===== src/rtl/count_sequencer.sv =====
// -----------------------------------------------------------------------------
// count_sequencer
//
// Run controller for the nibble counter datapath. The whole block runs on clk.
// It does not derive a divided clock. Instead, a prescaler produces a tick
// every (div_sel+1) clk cycles. The counter steps from 0 up to a programmed
// limit, one step per tick, and then signals completion.
//
// Optional feature macro: AUTO_RELOAD_EN
//   When it is defined, the reload port exists. A terminal tick taken while
//   reload=1 restarts the count and stays in RUN. When it is undefined, every
//   run is one-shot.
//
// Parameters
//   DIV_W   prescaler width; tick period = div_sel+1 clk cycles
//   CNT_W   counter width (count and limit)
//
// Ports
//   clk      in   system clock; all state changes on posedge clk
//   rst      in   asynchronous active-high reset
//   start    in   begin a run (only sampled in IDLE)
//   stop     in   abort a run (only sampled in RUN)
//   div_sel  in   prescale select; captured when start is accepted
//   limit    in   terminal count; captured when start is accepted
//   reload   in   auto-reload request (only with AUTO_RELOAD_EN)
//   count    out  current count (registered)
//   tick     out  1-cycle pulse; high in the cycle count updates
//   busy     out  high while in RUN
//   done     out  1-cycle pulse on run completion
//
// State table
//   state   | meaning
//   --------+----------------------------------------------------------
//   IDLE    | waiting for start; count holds its last value
//   RUN     | prescaler running, count advances on each tick
//   DONE    | single cycle after a terminal tick; start is ignored
// -----------------------------------------------------------------------------
module count_sequencer #(
    parameter int DIV_W = 3,
    parameter int CNT_W = 4
) (
    input  logic             clk,
    input  logic             rst,
    input  logic             start,
    input  logic             stop,
    input  logic [DIV_W-1:0] div_sel,
    input  logic [CNT_W-1:0] limit,
`ifdef AUTO_RELOAD_EN
    input  logic             reload,
`endif
    output logic [CNT_W-1:0] count,
    output logic             tick,
    output logic             busy,
    output logic             done
);

    localparam logic [1:0] ST_IDLE = 2'd0;
    localparam logic [1:0] ST_RUN  = 2'd1;
    localparam logic [1:0] ST_DONE = 2'd2;

    logic [1:0]       state, state_nx;
    logic [DIV_W-1:0] presc, presc_nx;
    logic [DIV_W-1:0] div_q, div_nx;
    logic [CNT_W-1:0] lim_q, lim_nx;
    logic [CNT_W-1:0] count_nx;
    logic             tick_nx;
    logic             busy_nx;
    logic             done_nx;

    logic             period_end;
    logic             at_limit;
    logic             reload_req;

`ifdef AUTO_RELOAD_EN
    assign reload_req = reload;
`else
    assign reload_req = 1'b0;
`endif

    // The prescaler wraps on the edge where it equals div_q. That same edge
    // produces the tick, so the first tick comes div_q+1 cycles after RUN
    // is entered.
    assign period_end = (presc == div_q);
    assign at_limit   = (count == lim_q);

    always_comb begin
        state_nx = state;
        presc_nx = presc;
        div_nx   = div_q;
        lim_nx   = lim_q;
        count_nx = count;
        tick_nx  = 1'b0;
        busy_nx  = busy;
        done_nx  = 1'b0;

        case (state)
            ST_IDLE: begin
                busy_nx = 1'b0;
                if (start) begin
                    state_nx = ST_RUN;
                    busy_nx  = 1'b1;
                    count_nx = '0;
                    presc_nx = '0;
                    div_nx   = div_sel;
                    lim_nx   = limit;
                end
            end

            ST_RUN: begin
                // stop takes priority over a tick or terminal in the same
                // cycle. The abandoned count stays visible.
                if (stop) begin
                    state_nx = ST_IDLE;
                    busy_nx  = 1'b0;
                end else if (period_end) begin
                    presc_nx = '0;
                    tick_nx  = 1'b1;
                    if (!at_limit) begin
                        count_nx = count + 1'b1;
                    end else begin
                        count_nx = '0;
                        done_nx  = 1'b1;
                        if (reload_req) begin
                            // Keep running with the same shadowed settings.
                            // The prescaler has already wrapped, so the
                            // tick cadence is unbroken.
                            busy_nx = 1'b1;
                        end else begin
                            state_nx = ST_DONE;
                            busy_nx  = 1'b0;
                        end
                    end
                end else begin
                    presc_nx = presc + 1'b1;
                end
            end

            ST_DONE: begin
                state_nx = ST_IDLE;
                busy_nx  = 1'b0;
            end

            default: begin
                state_nx = ST_IDLE;
                busy_nx  = 1'b0;
            end
        endcase
    end

    always_ff @(posedge clk or posedge rst) begin
        if (rst) begin
            state <= ST_IDLE;
            presc <= '0;
            div_q <= '0;
            lim_q <= '0;
            count <= '0;
            tick  <= 1'b0;
            busy  <= 1'b0;
            done  <= 1'b0;
        end else begin
            state <= state_nx;
            presc <= presc_nx;
            div_q <= div_nx;
            lim_q <= lim_nx;
            count <= count_nx;
            tick  <= tick_nx;
            busy  <= busy_nx;
            done  <= done_nx;
        end
    end

endmodule


===== config.mk =====
export PLATFORM = sky130hd
export DESIGN_NAME = count_sequencer
export DESIGN_NICKNAME = d
export VERILOG_FILES = /design/src/rtl/count_sequencer.sv
export SDC_FILE = /design/constraint.sdc
export NUM_CORES = 1
export LEC_CHECK = 0
export ABC_AREA = 1
export BUFFER_PORTS_ARGS = -buffer_cell sky130_fd_sc_hd__buf_4
export CELL_PAD_IN_SITES_DETAIL_PLACEMENT = 1
export CELL_PAD_IN_SITES_GLOBAL_PLACEMENT = 1
export CORE_MARGIN = 2
export CORE_UTILIZATION = 39
export CTS_CLUSTER_DIAMETER = 30
export DETAILED_ROUTE_END_ITERATION = 8
export HOLD_SLACK_MARGIN = 0.08
export PLACE_DENSITY_LB_ADDON = 0.3
export SLEW_MARGIN = 20
export SYNTH_ARGS = -nofsm -noshare
export SYNTH_HDL_FRONTEND = slang
export SYNTH_SLANG_ARGS = --single-unit

===== constraint.sdc =====
create_clock -name clk -period 1.85 [get_ports clk]
set_clock_uncertainty 0.2 [all_clocks]
set_input_delay 0.2775 -clock clk [delete_from_list [all_inputs] [get_ports clk]]
set_output_delay 0.2775 -clock clk [all_outputs]
set_load 0.01 [all_outputs]

==> flow_summary.json, run 1 <==
{
  "synthesized_area_per_cell_sq_um": 7.65,
  "antenna_viol_nets_final": 0,
  "max-clock-path-buffers": 2,
  "regToRegEndpoint": "lim_q[2]",
  "cts_buffers": 3,
  "drcViolationCount": 0,
  "setup.worst_path.class": "flop to flop",
  "netlist-cell-type-count": 18,
  "cap_violations": 0,
  "timing.setup.tns_ns": 0,
  "dp_cells": 187,
  "maximum_number_of_pins_on_one_net_before_global_route_repair": 20,
  "globalRouteTotalUtil_pct": 17.7,
  "finalWorstSetupSlack_ns": 0.255,
  "worst_hold_path.num_cells": 3,
  "hold_start": "start",
  "drt-wirelength-per-cell_um": 12.1,
  "yosysSeqAreaShare_pct": 44.7,
  "share_of_cells_above_drive_strength_1_pct": 21.2,
  "clkTransAtPathRegs_ns": 0.11,
  "finalCoreUtilization_pct": 53.6,
  "post_cts_buffers": 0,
  "regToRegStartpoint": "state[0]",
  "wirelength_um": 2430,
  "postSynth.topFlopCell": "sky130_fd_sc_hd__dfrtp_1",
  "netlist_instances": 139,
  "core.rowCount": 18,
  "boundaryPins": 18,
  "fraction_of_registers_with_async_set_reset_pct": 100,
  "ys_seq_elements": 19,
  "worstPathRequired_ns": 1.88,
  "cts_num_sinks": 19,
  "design.die.area_sq_um": 3160,
  "netlist.top_cell.by_area": "sky130_fd_sc_hd__dfrtp_1",
  "finalNonFillerCells": 200,
  "timing_worst_slew_pin_value_ns": 0.464,
  "totalPowerFinal_mw": 1.60,
  "antenna_cells": 0,
  "pre_cts_slack_ns": 0.281,
  "effective_utilization_at_floorplan_pct": 42.2,
  "max-slew-margin-rel_pct": 69.0,
  "synth.cells.most_frequent": "sky130_fd_sc_hd__nand2_1, sky130_fd_sc_hd__inv_1, sky130_fd_sc_hd__dfrtp_1",
  "vias": 915,
  "r2r_slack_ns": 0.26,
  "holdPathEnd": "state[0]",
  "timing.final.setup_violations": 0,
  "numPortBuffers": 17,
  "critical_path.max_fanout": 13,
  "synth_top_area_share_pct": 44.7,
  "timing.critical_path.arrival_ns": 1.63,
  "power.ir.vdd_worst_mv": 0.716,
  "hold_path.class": "input port to flop",
  "dp_hpwl_um": 1870,
  "clk_latency_ns": 0.30,
  "die_x_um": 56.2,
  "final.period_utilization_pct": 86.2,
  "power_density_normalized_to_cell_area_nw_per_um2": 1180,
  "first_pass_iters": 3,
  "post-route-min-period_ns": 1.59,
  "type_of_element_launching_the_critical_path": "flop",
  "grt-ovfl-total": 0,
  "finalHoldViolCount": 0,
  "type_of_destination_of_the_critical_path": "flop",
  "drtIter0Drc": 19,
  "max_clock_freq_ghz": 0.627,
  "globalplace.congestion": 0.742,
  "clock-root-buffer": "sky130_fd_sc_hd__clkbuf_4",
  "synth.net_count": 152,
  "yosys_warnings": 0,
  "synth_edf_count": 0,
  "design.final.nets": 184,
  "first_global_vias": 992,
  "post_synth_main_area_contributors": "sky130_fd_sc_hd__dfrtp_1, sky130_fd_sc_hd__nand2_1, sky130_fd_sc_hd__inv_1",
  "design.core.area_sq_um": 2520,
  "cts_tree": "built",
  "synth.cell_area_sq_um": 1060,
  "chipHeight_um": 56.2,
  "cts.htree.levels": 1,
  "initial_antenna_violation_count": 0,
  "area_delta_synth_final_pct": 27.2,
  "synthMostInstantiatedCell": "sky130_fd_sc_hd__nand2_1",
  "slew_viol_final": 0,
  "rsz0062_at_grt": "no",
  "viasPerCell": 4.58,
  "wire_length_of_the_first_global_routing_pass_um": 4330,
  "outcome": "completed",
  "ff2ff_path_depth": 5,
  "power_leakage_nw": 0.761
}
## flip-flops by register name, indices dropped and copies added (netlist names)
| register | flops |
|---|---|
| busy | 1 |
| count | 4 |
| div_q | 3 |
| done | 1 |
| lim_q | 4 |
| presc | 3 |
| state | 2 |
| tick | 1 |
## cell families (layout without fill, tap and decap cells)
family	Yosys count	after routing	synth area share, %
adder cells (fa/ha/maj)	2	2	2.35
XOR/XNOR	4	4	3.29
AO/OA/AOI/OAI	7	7	6.47
flip-flops	19	19	44.7
buffers and inverters	26	57	9.76
AND/OR/NAND/NOR	81	81	33.4
## final cells by class
cell class,instances,area (sq um)
clock buffer,4,26.3
timing repair buffer,28,233
tap,30,37.5
sequential,19,475
multi-input combinational,94,484
inverter,25,96.3
fill,333,1170
## how the worst max path moves through the flow
stage                   from       end  slack [ns]
global placement    state[0]  lim_q[2]        0.35
finish              state[0]  lim_q[2]        0.26
floorplan           state[0]  div_q[0]        0.52
CTS                 state[0]  lim_q[1]        0.25
global route        state[0]  lim_q[2]        0.11
detailed placement  state[0]  div_q[0]        0.28
## placed cells by master (no fill, tap or decap), types with 2 or more instances in the layout
cell / n
sky130_fd_sc_hd__nor2_1: 10
sky130_fd_sc_hd__nor3_1: 2
sky130_fd_sc_hd__inv_1: 23
sky130_fd_sc_hd__nand2_4: 2
sky130_fd_sc_hd__nand2_1: 61
sky130_fd_sc_hd__ha_1: 2
sky130_fd_sc_hd__dfrtp_1: 19
sky130_fd_sc_hd__nand3_1: 2
sky130_fd_sc_hd__clkbuf_4: 3
sky130_fd_sc_hd__xor2_1: 2
sky130_fd_sc_hd__buf_4: 19
sky130_fd_sc_hd__nand3_2: 2
sky130_fd_sc_hd__o21ai_2: 6
sky130_fd_sc_hd__xnor2_1: 2
sky130_fd_sc_hd__dlygate4sd3_1: 9
## report_power, final
group / total, mW / switching (mW) / internal [mW]
combinational: 0.743 / 0.455 / 0.287
sequential: 0.641 / 0.108 / 0.533
clock: 0.213 / 0.129 / 0.0840
total: 1.60 / 0.693 / 0.904
## repair_timing
action | in CTS | in global routing
endpoints found under the hold margin | 27 | 0
setup endpoints to repair | 0 | 0
gates resized for setup | 0 | 0
hold buffers | 9 | 0
## metrics by stage
stage	instance area [sq um]	hold WS, ns
4_1_cts	1350	0.109
6_report	1350	0.124
3_3_place_gp	1240	0.124
2_1_floorplan	1060	0.0286
5_1_grt	1350	0.113
3_5_place_dp	1240	0.127
## critical path: stages (launching register included)
cell and delay, ns:
sky130_fd_sc_hd__dfrtp_1 0.44, sky130_fd_sc_hd__inv_2 0.13, sky130_fd_sc_hd__nand3_2 0.16, sky130_fd_sc_hd__inv_1 0.40, sky130_fd_sc_hd__nand2_1 0.13, sky130_fd_sc_hd__o21ai_2 0.08
## per-layer routing
layer  track usage, %  routed length, um  vias to the layer above
met5                0                  0                        -
met4             4.42                 19                        0
met3             5.12                 86                        4
met2             32.1               1300                       12
met1             20.3               1020                      428
li1                 -                  -                      471
Power figures use the tool's default switching activity.
==> inputs of run 2 (changes only) <==
Settings changed: ABC_AREA 1 to not set, CORE_MARGIN 2 to 4, CORE_UTILIZATION 39 to 40.
==> run 2 against run 1 <==
Compared with the run above:
- the run now ends with negative setup slack left
- clock-buffer cell count unchanged
- register-to-register slack worse by 0.28 ns
- synthesized cell count down 32%
==> flow_summary.json, run 2 <==
{
  "outcome": "finished with violations",
  "violations": "negative setup slack",
  "power.ir.vdd_worst_mv": 0.903,
  "dp_hpwl_um": 1780,
  "final.period_utilization_pct": 101,
  "yosys_warnings": 0,
  "die_x_um": 56.5,
  "synth.net_count": 107,
  "viasPerCell": 5.31,
  "hold_path.class": "input port to flop",
  "wire_length_of_the_first_global_routing_pass_um": 4240,
  "area_delta_synth_final_pct": 35.4,
  "netlist-cell-type-count": 29,
  "synth.cells.most_frequent": "sky130_fd_sc_hd__nand2_1, sky130_fd_sc_hd__dfrtp_1, sky130_fd_sc_hd__inv_1",
  "globalplace.congestion": 0.767,
  "synth_edf_count": 0,
  "yosys.area_share.simple_pct": 22.3,
  "ys_seq_elements": 19,
  "synthMuxAreaShare_pct": 2.26,
  "finalWorstSetupSlack_ns": -0.0237,
  "cts.htree.levels": 1,
  "post-route-min-period_ns": 1.87,
  "drtIter0Drc": 12,
  "clock-root-buffer": "sky130_fd_sc_hd__clkbuf_4",
  "max_clock_freq_ghz": 0.534,
  "globalRouteTotalUtil_pct": 17.3,
  "post_synth_main_area_contributors": "sky130_fd_sc_hd__dfrtp_1, sky130_fd_sc_hd__nand2_1, sky130_fd_sc_hd__xnor2_1",
  "cts_tree": "built",
  "gr-usage-met1_pct": 22.3,
  "design.core.area_sq_um": 2230,
  "yosysSeqAreaShare_pct": 50.5,
  "maximum_number_of_pins_on_one_net_before_global_route_repair": 20,
  "finalHoldViolCount": 0,
  "fraction_of_registers_with_async_set_reset_pct": 100,
  "biggestRegsByFlops": "count x4, lim_q x4",
  "cap_violations": 0,
  "finalCoreUtilization_pct": 57.0,
  "effective_utilization_at_floorplan_pct": 42.1,
  "timing.final.setup_violations": 3,
  "cts_num_sinks": 19,
  "totalPowerFinal_mw": 1.62,
  "rsz0062_at_grt": "yes",
  "synthMostInstantiatedCell": "sky130_fd_sc_hd__nand2_1",
  "met3_usage_pct": 3.91,
  "clk_latency_ns": 0.30,
  "synth.cell_area_sq_um": 941,
  "layout.cells.most_common_list": "sky130_fd_sc_hd__buf_4, sky130_fd_sc_hd__nand2_1, sky130_fd_sc_hd__dfrtp_1",
  "type_of_destination_of_the_critical_path": "flop",
  "wirelength_um": 2660,
  "netlist.top_cell.by_area": "sky130_fd_sc_hd__dfrtp_1",
  "first_pass_iters": 5,
  "synth_xor_xnor_area_share_pct": 7.45,
  "max-clock-path-buffers": 2,
  "netlist_instances": 94,
  "type_of_element_launching_the_critical_path": "flop",
  "slew_viol_final": 0,
  "cts_buffers": 3,
  "design.final.nets": 143,
  "nFillCells": 265,
  "antenna_viol_nets_final": 0,
  "first_global_vias": 857,
  "initial_antenna_violation_count": 0,
  "gr-max-usage-layer": "met2",
  "groute.layer.met2.usage_pct": 28.2,
  "numPortBuffers": 17,
  "timing.critical_path.arrival_ns": 1.87,
  "design.die.area_sq_um": 3190,
  "share_of_cells_above_drive_strength_1_pct": 27.9,
  "mostFrequentLayoutCell": "sky130_fd_sc_hd__buf_4",
  "antenna_cells": 0,
  "critical_path.max_fanout": 5,
  "power_leakage_nw": 0.647,
  "timing.setup.tns_ns": -0.0593,
  "drcViolationCount": 0,
  "combinational_family_with_the_most_area_after_synthesis": "simple AND/OR/NAND/NOR gates",
  "vias": 834,
  "synth_top_area_share_pct": 50.5,
  "postSynth.topFlopCell": "sky130_fd_sc_hd__dfrtp_1",
  "grt-ovfl-total": 0,
  "core.rowCount": 17,
  "timing_worst_slew_pin_value_ns": 0.467,
  "drt-wirelength-per-cell_um": 16.9,
  "worstPathRequired_ns": 1.85,
  "compound_gate_portion_of_the_synthesized_area_pct": 11.6,
  "clkTransAtPathRegs_ns": 0.12,
  "pre_cts_slack_ns": 0.0451,
  "synthesized_area_per_cell_sq_um": 10.0,
  "setup.worst_path.class": "flop to flop",
  "synth_fa_ha_area_share_pct": 2.66,
  "power_density_normalized_to_cell_area_nw_per_um2": 1270,
  "boundaryPins": 18,
  "max-slew-margin-rel_pct": 68.8,
  "chipHeight_um": 56.5
}
run 2: cell count changes in the layout (fill, tap and decap cells not counted), moves of 2 or more:
| cell | before | now |
|---|---|---|
| sky130_fd_sc_hd__nand3_2 | 2 | 0 |
| sky130_fd_sc_hd__nand2_4 | 2 | 0 |
| sky130_fd_sc_hd__o21ai_2 | 6 | 0 |
| sky130_fd_sc_hd__nand2b_1 | 0 | 2 |
| sky130_fd_sc_hd__o21ai_1 | 0 | 2 |
| sky130_fd_sc_hd__nand3_1 | 2 | 4 |
| sky130_fd_sc_hd__inv_1 | 23 | 6 |
| sky130_fd_sc_hd__and2_1 | 0 | 2 |
| sky130_fd_sc_hd__nand2_1 | 61 | 24 |
| sky130_fd_sc_hd__nor2_1 | 10 | 4 |
| sky130_fd_sc_hd__xnor2_1 | 2 | 4 |
| sky130_fd_sc_hd__nor2b_1 | 0 | 2 |
| sky130_fd_sc_hd__buf_4 | 19 | 25 |
run 2: layout make-up:
| class | count | area [sq um] | share of cell area (%) |
|---|---|---|---|
| Clock buffer | 4 | 26.3 | 2.06 |
| Inverter | 6 | 22.5 | 1.77 |
| Multi-Input combinational cell | 67 | 447 | 35.1 |
| Sequential cell | 19 | 475 | 37.3 |
| Tap cell | 28 | 35.0 | 2.75 |
| Timing Repair Buffer | 33 | 268 | 21.0 |
run 2: final timing paths:
kind / to / cells past startpoint / startpoint / slack (ns)
max: count[3] / 4 / count[2] / -0.02
min: state[0] / 4 / stop / 0.11
max reg2reg: count[3] / 4 / count[2] / -0.02
min reg2reg: div_q[2] / 2 / div_q[2] / 0.32
max in group asynchronous: div_q[1] / 4 / rst / 0.88
min in group asynchronous: lim_q[0] / 4 / rst / 0.36
run 2: stage by stage:
step / instance area (sq um) / hold WS, ns / instances
floorplan: 941 / 0.0286 / 94
detailed placement: 1150 / 0.128 / 144
finish: 1270 / 0.107 / 157
global placement: 1150 / 0.116 / 144
global route: 1270 / 0.149 / 157
CTS: 1250 / 0.116 / 156
run 2: worst max-delay path, cell delays in order, from the launching register on:
cell	delay, ns
sky130_fd_sc_hd__dfrtp_1	0.46
sky130_fd_sc_hd__xor2_2	0.21
sky130_fd_sc_hd__o41ai_4	0.55
sky130_fd_sc_hd__a2111oi_2	0.06
sky130_fd_sc_hd__a211o_1	0.29
run 2: metal layers:
layer	vias to the layer above	wire length, um
met5	-	0
met4	0	48
met3	9	107
met2	30	1350
met1	411	1150
li1	384	-
run 2: cell families (layout without fill, tap and decap cells):
kind of cell,Yosys count,in the layout
xor+xnor,8,8
simple gates,43,43
compound gates,12,12
flops,19,19
fa+ha+maj,2,2
mux,2,2
buf+inv,8,43
run 2: where the power goes:
group          switching (mW)  internal [mW]  leakage [nW]
logic                   0.427          0.330         0.385
registers               0.106          0.535         0.247
clock network           0.137         0.0839        0.0150
run 2: what timing repair did:
| item | 4_1_cts | 5_1_grt |
|---|---|---|
| hold buffers | 8 | 0 |
| endpoints found under the hold margin | 26 | 0 |
| endpoints found under the setup margin | 0 | 5 |
| setup buffers | 0 | 1 |
| gates resized for setup | 0 | 2 |
==> inputs of run 3 (changes only) <==
Settings changed: ABC_AREA set to 1, CORE_UTILIZATION 40 to 39.
==> run 3 against run 2 <==
Compared with the run above:
- the run now ends clean
- sequential share of layout area is 2.2 points lower
- power is 0.58% lower
- first-iteration DRC count is 120% higher
- clock-buffer cell count stayed put
- die area is 14% higher
- via count is 14% higher
- wire length is 3.0% lower
- combinational power is 0.8% lower
- highest routed layer unchanged
==> flow_summary.json, run 3 (synthesis gave the netlist of run 1 again) <==
{
  "outcome": "completed",
  "hold_start": "start",
  "multiInputGateArea_sq_um": 484,
  "max-slew-margin-rel_pct": 67.3,
  "critical_path.max_fanout": 13,
  "max-clock-path-buffers": 2,
  "combPwrFrac_pct": 46.7,
  "drt-wirelength-per-cell_um": 12.9,
  "finalHoldViolCount": 0,
  "initial_antenna_violation_count": 0,
  "switching_share_pct": 43.8,
  "nFillCells": 314,
  "rsz0062_at_grt": "no",
  "totalPowerFinal_mw": 1.61,
  "finalNonFillerCells": 200,
  "cts_num_sinks": 19,
  "drtIter0Drc": 26,
  "clock_power_share_pct": 13.4,
  "mostFrequentLayoutCell": "sky130_fd_sc_hd__nand2_1",
  "type_of_element_launching_the_critical_path": "flop",
  "dp_hpwl_um": 1910,
  "p_int_mw": 0.903,
  "design.core.area_sq_um": 2540,
  "cts_buffers": 3,
  "clkTransAtPathRegs_ns": 0.11,
  "maximum_number_of_pins_on_one_net_before_global_route_repair": 20,
  "cts_tree": "built",
  "design.final.nets": 184,
  "dpl-instance-area_sq_um": 1240,
  "grt-ovfl-total": 0,
  "numPortBuffers": 17,
  "clk_latency_ns": 0.30,
  "area_delta_synth_final_pct": 27.2,
  "worstPathRequired_ns": 1.88,
  "layout.cells.most_common_list": "sky130_fd_sc_hd__nand2_1, sky130_fd_sc_hd__inv_1, sky130_fd_sc_hd__dfrtp_1, sky130_fd_sc_hd__buf_4, sky130_fd_sc_hd__nor2_1",
  "regToRegStartpoint": "state[0]",
  "worst_path_max_delay_cell": "sky130_fd_sc_hd__dfrtp_1",
  "core.rowCount": 18,
  "globalplace.congestion": 0.747,
  "design.die.area_sq_um": 3630,
  "viasPerCell": 4.76,
  "layout.area.seq_sq_um": 475,
  "post-route-min-period_ns": 1.62,
  "hold_slack_ns": 0.110,
  "share_of_cells_above_drive_strength_1_pct": 21.2,
  "clock-root-buffer": "sky130_fd_sc_hd__clkbuf_4",
  "seq_power_share_pct": 40.0,
  "timing_worst_slew_pin_value_ns": 0.490,
  "antenna_viol_nets_final": 0,
  "globalRouteTotalUtil_pct": 17.2,
  "die_x_um": 60.2,
  "finalWorstSetupSlack_ns": 0.234,
  "effective_utilization_at_floorplan_pct": 41.8,
  "biggestRegsByFlops": "count x4, lim_q x4",
  "chipHeight_um": 60.2,
  "power_switching_mw": 0.705,
  "dp_cells": 187,
  "cap_violations": 0,
  "power_leakage_nw": 0.761,
  "setup.worst_path.start": "state[0]",
  "cp_slowest_stage_delay_ns": 0.43,
  "drcViolationCount": 0,
  "final.period_utilization_pct": 87.3,
  "timing.setup.tns_ns": 0,
  "timing.critical_path.arrival_ns": 1.65,
  "pre_cts_slack_ns": 0.211,
  "final_area_sq_um": 1350,
  "max_clock_freq_ghz": 0.619,
  "wire_length_of_the_first_global_routing_pass_um": 4550,
  "boundaryPins": 18,
  "slew_viol_final": 0,
  "power_density_normalized_to_cell_area_nw_per_um2": 1190,
  "wirelength_um": 2580,
  "setup.worst_path.class": "flop to flop",
  "finalCoreUtilization_pct": 53.1,
  "first_pass_iters": 4,
  "antenna_cells": 0,
  "first_global_vias": 1016,
  "worstPathCellList": "inv_2 -> nand3_2 -> inv_1 -> nand2_1 -> o21ai_2",
  "timing.final.setup_violations": 0,
  "power.ir.vdd_worst_mv": 0.722,
  "hold_path.class": "input port to flop",
  "post_cts_buffers": 0,
  "cts.htree.levels": 1,
  "type_of_destination_of_the_critical_path": "flop",
  "vias": 952
}
-- run 3: cell count changes in the layout (fill, tap and decap cells not counted), moves of 2 or more --
cell                       delta
sky130_fd_sc_hd__nand2_4      +2
sky130_fd_sc_hd__and2_1       -2
sky130_fd_sc_hd__o21ai_2      +6
sky130_fd_sc_hd__nand2_1     +37
sky130_fd_sc_hd__nor2b_1      -2
sky130_fd_sc_hd__nand3_1      -2
sky130_fd_sc_hd__nor2_1       +6
sky130_fd_sc_hd__inv_1       +17
sky130_fd_sc_hd__buf_4        -6
sky130_fd_sc_hd__o21ai_1      -2
sky130_fd_sc_hd__xnor2_1      -2
sky130_fd_sc_hd__nand3_2      +2
sky130_fd_sc_hd__nand2b_1     -2
-- run 3: path summary, 6_finish.rpt --
check | to | slack, ns | cells after the start
min | state[0] | 0.11 | 3
max in group asynchronous | busy | 0.88 | 4
min in group asynchronous | presc[1] | 0.36 | 4
min reg2reg | busy | 0.32 | 2
max | lim_q[3] | 0.23 | 5
max reg2reg | lim_q[3] | 0.23 | 5
-- run 3: power by group through the flow --
stage          combinational [mW]  sequential (mW)  clock, mW
2_1_floorplan               0.531            0.641          0
3_3_place_gp                0.701            0.643          0
3_5_place_dp                0.744            0.652          0
4_1_cts                     0.763            0.643      0.220
5_1_grt                     0.861            0.661      0.240
6_report                    0.751            0.643      0.215
-- run 3: final cells by class --
type | count | area share (%)
Clock buffer | 4 | 1.94
Inverter | 25 | 7.12
Multi-Input combinational cell | 94 | 35.8
Sequential cell | 19 | 35.2
Tap cell | 30 | 2.78
Timing Repair Buffer | 28 | 17.2
-- run 3: worst max-delay path, delay by kind of cell (launching register included) --
kind	cells	cell delay, ns
compound gates	1	0.08
buf+inv	2	0.54
flops	1	0.43
simple gates	2	0.29
-- run 3: layer usage --
layer	vias to the layer above	wire length, um	GRT usage, %
li1	473	-	-
met1	458	1080	20.3
met2	17	1370	31.0
met3	4	81	1.94
met4	0	49	7.59
met5	-	0	0
-- run 3: timing repair --
action,in CTS,in global routing
hold endpoints to repair,27,0
resized for setup,0,0
setup endpoints to repair,0,0
hold buffers,9,0
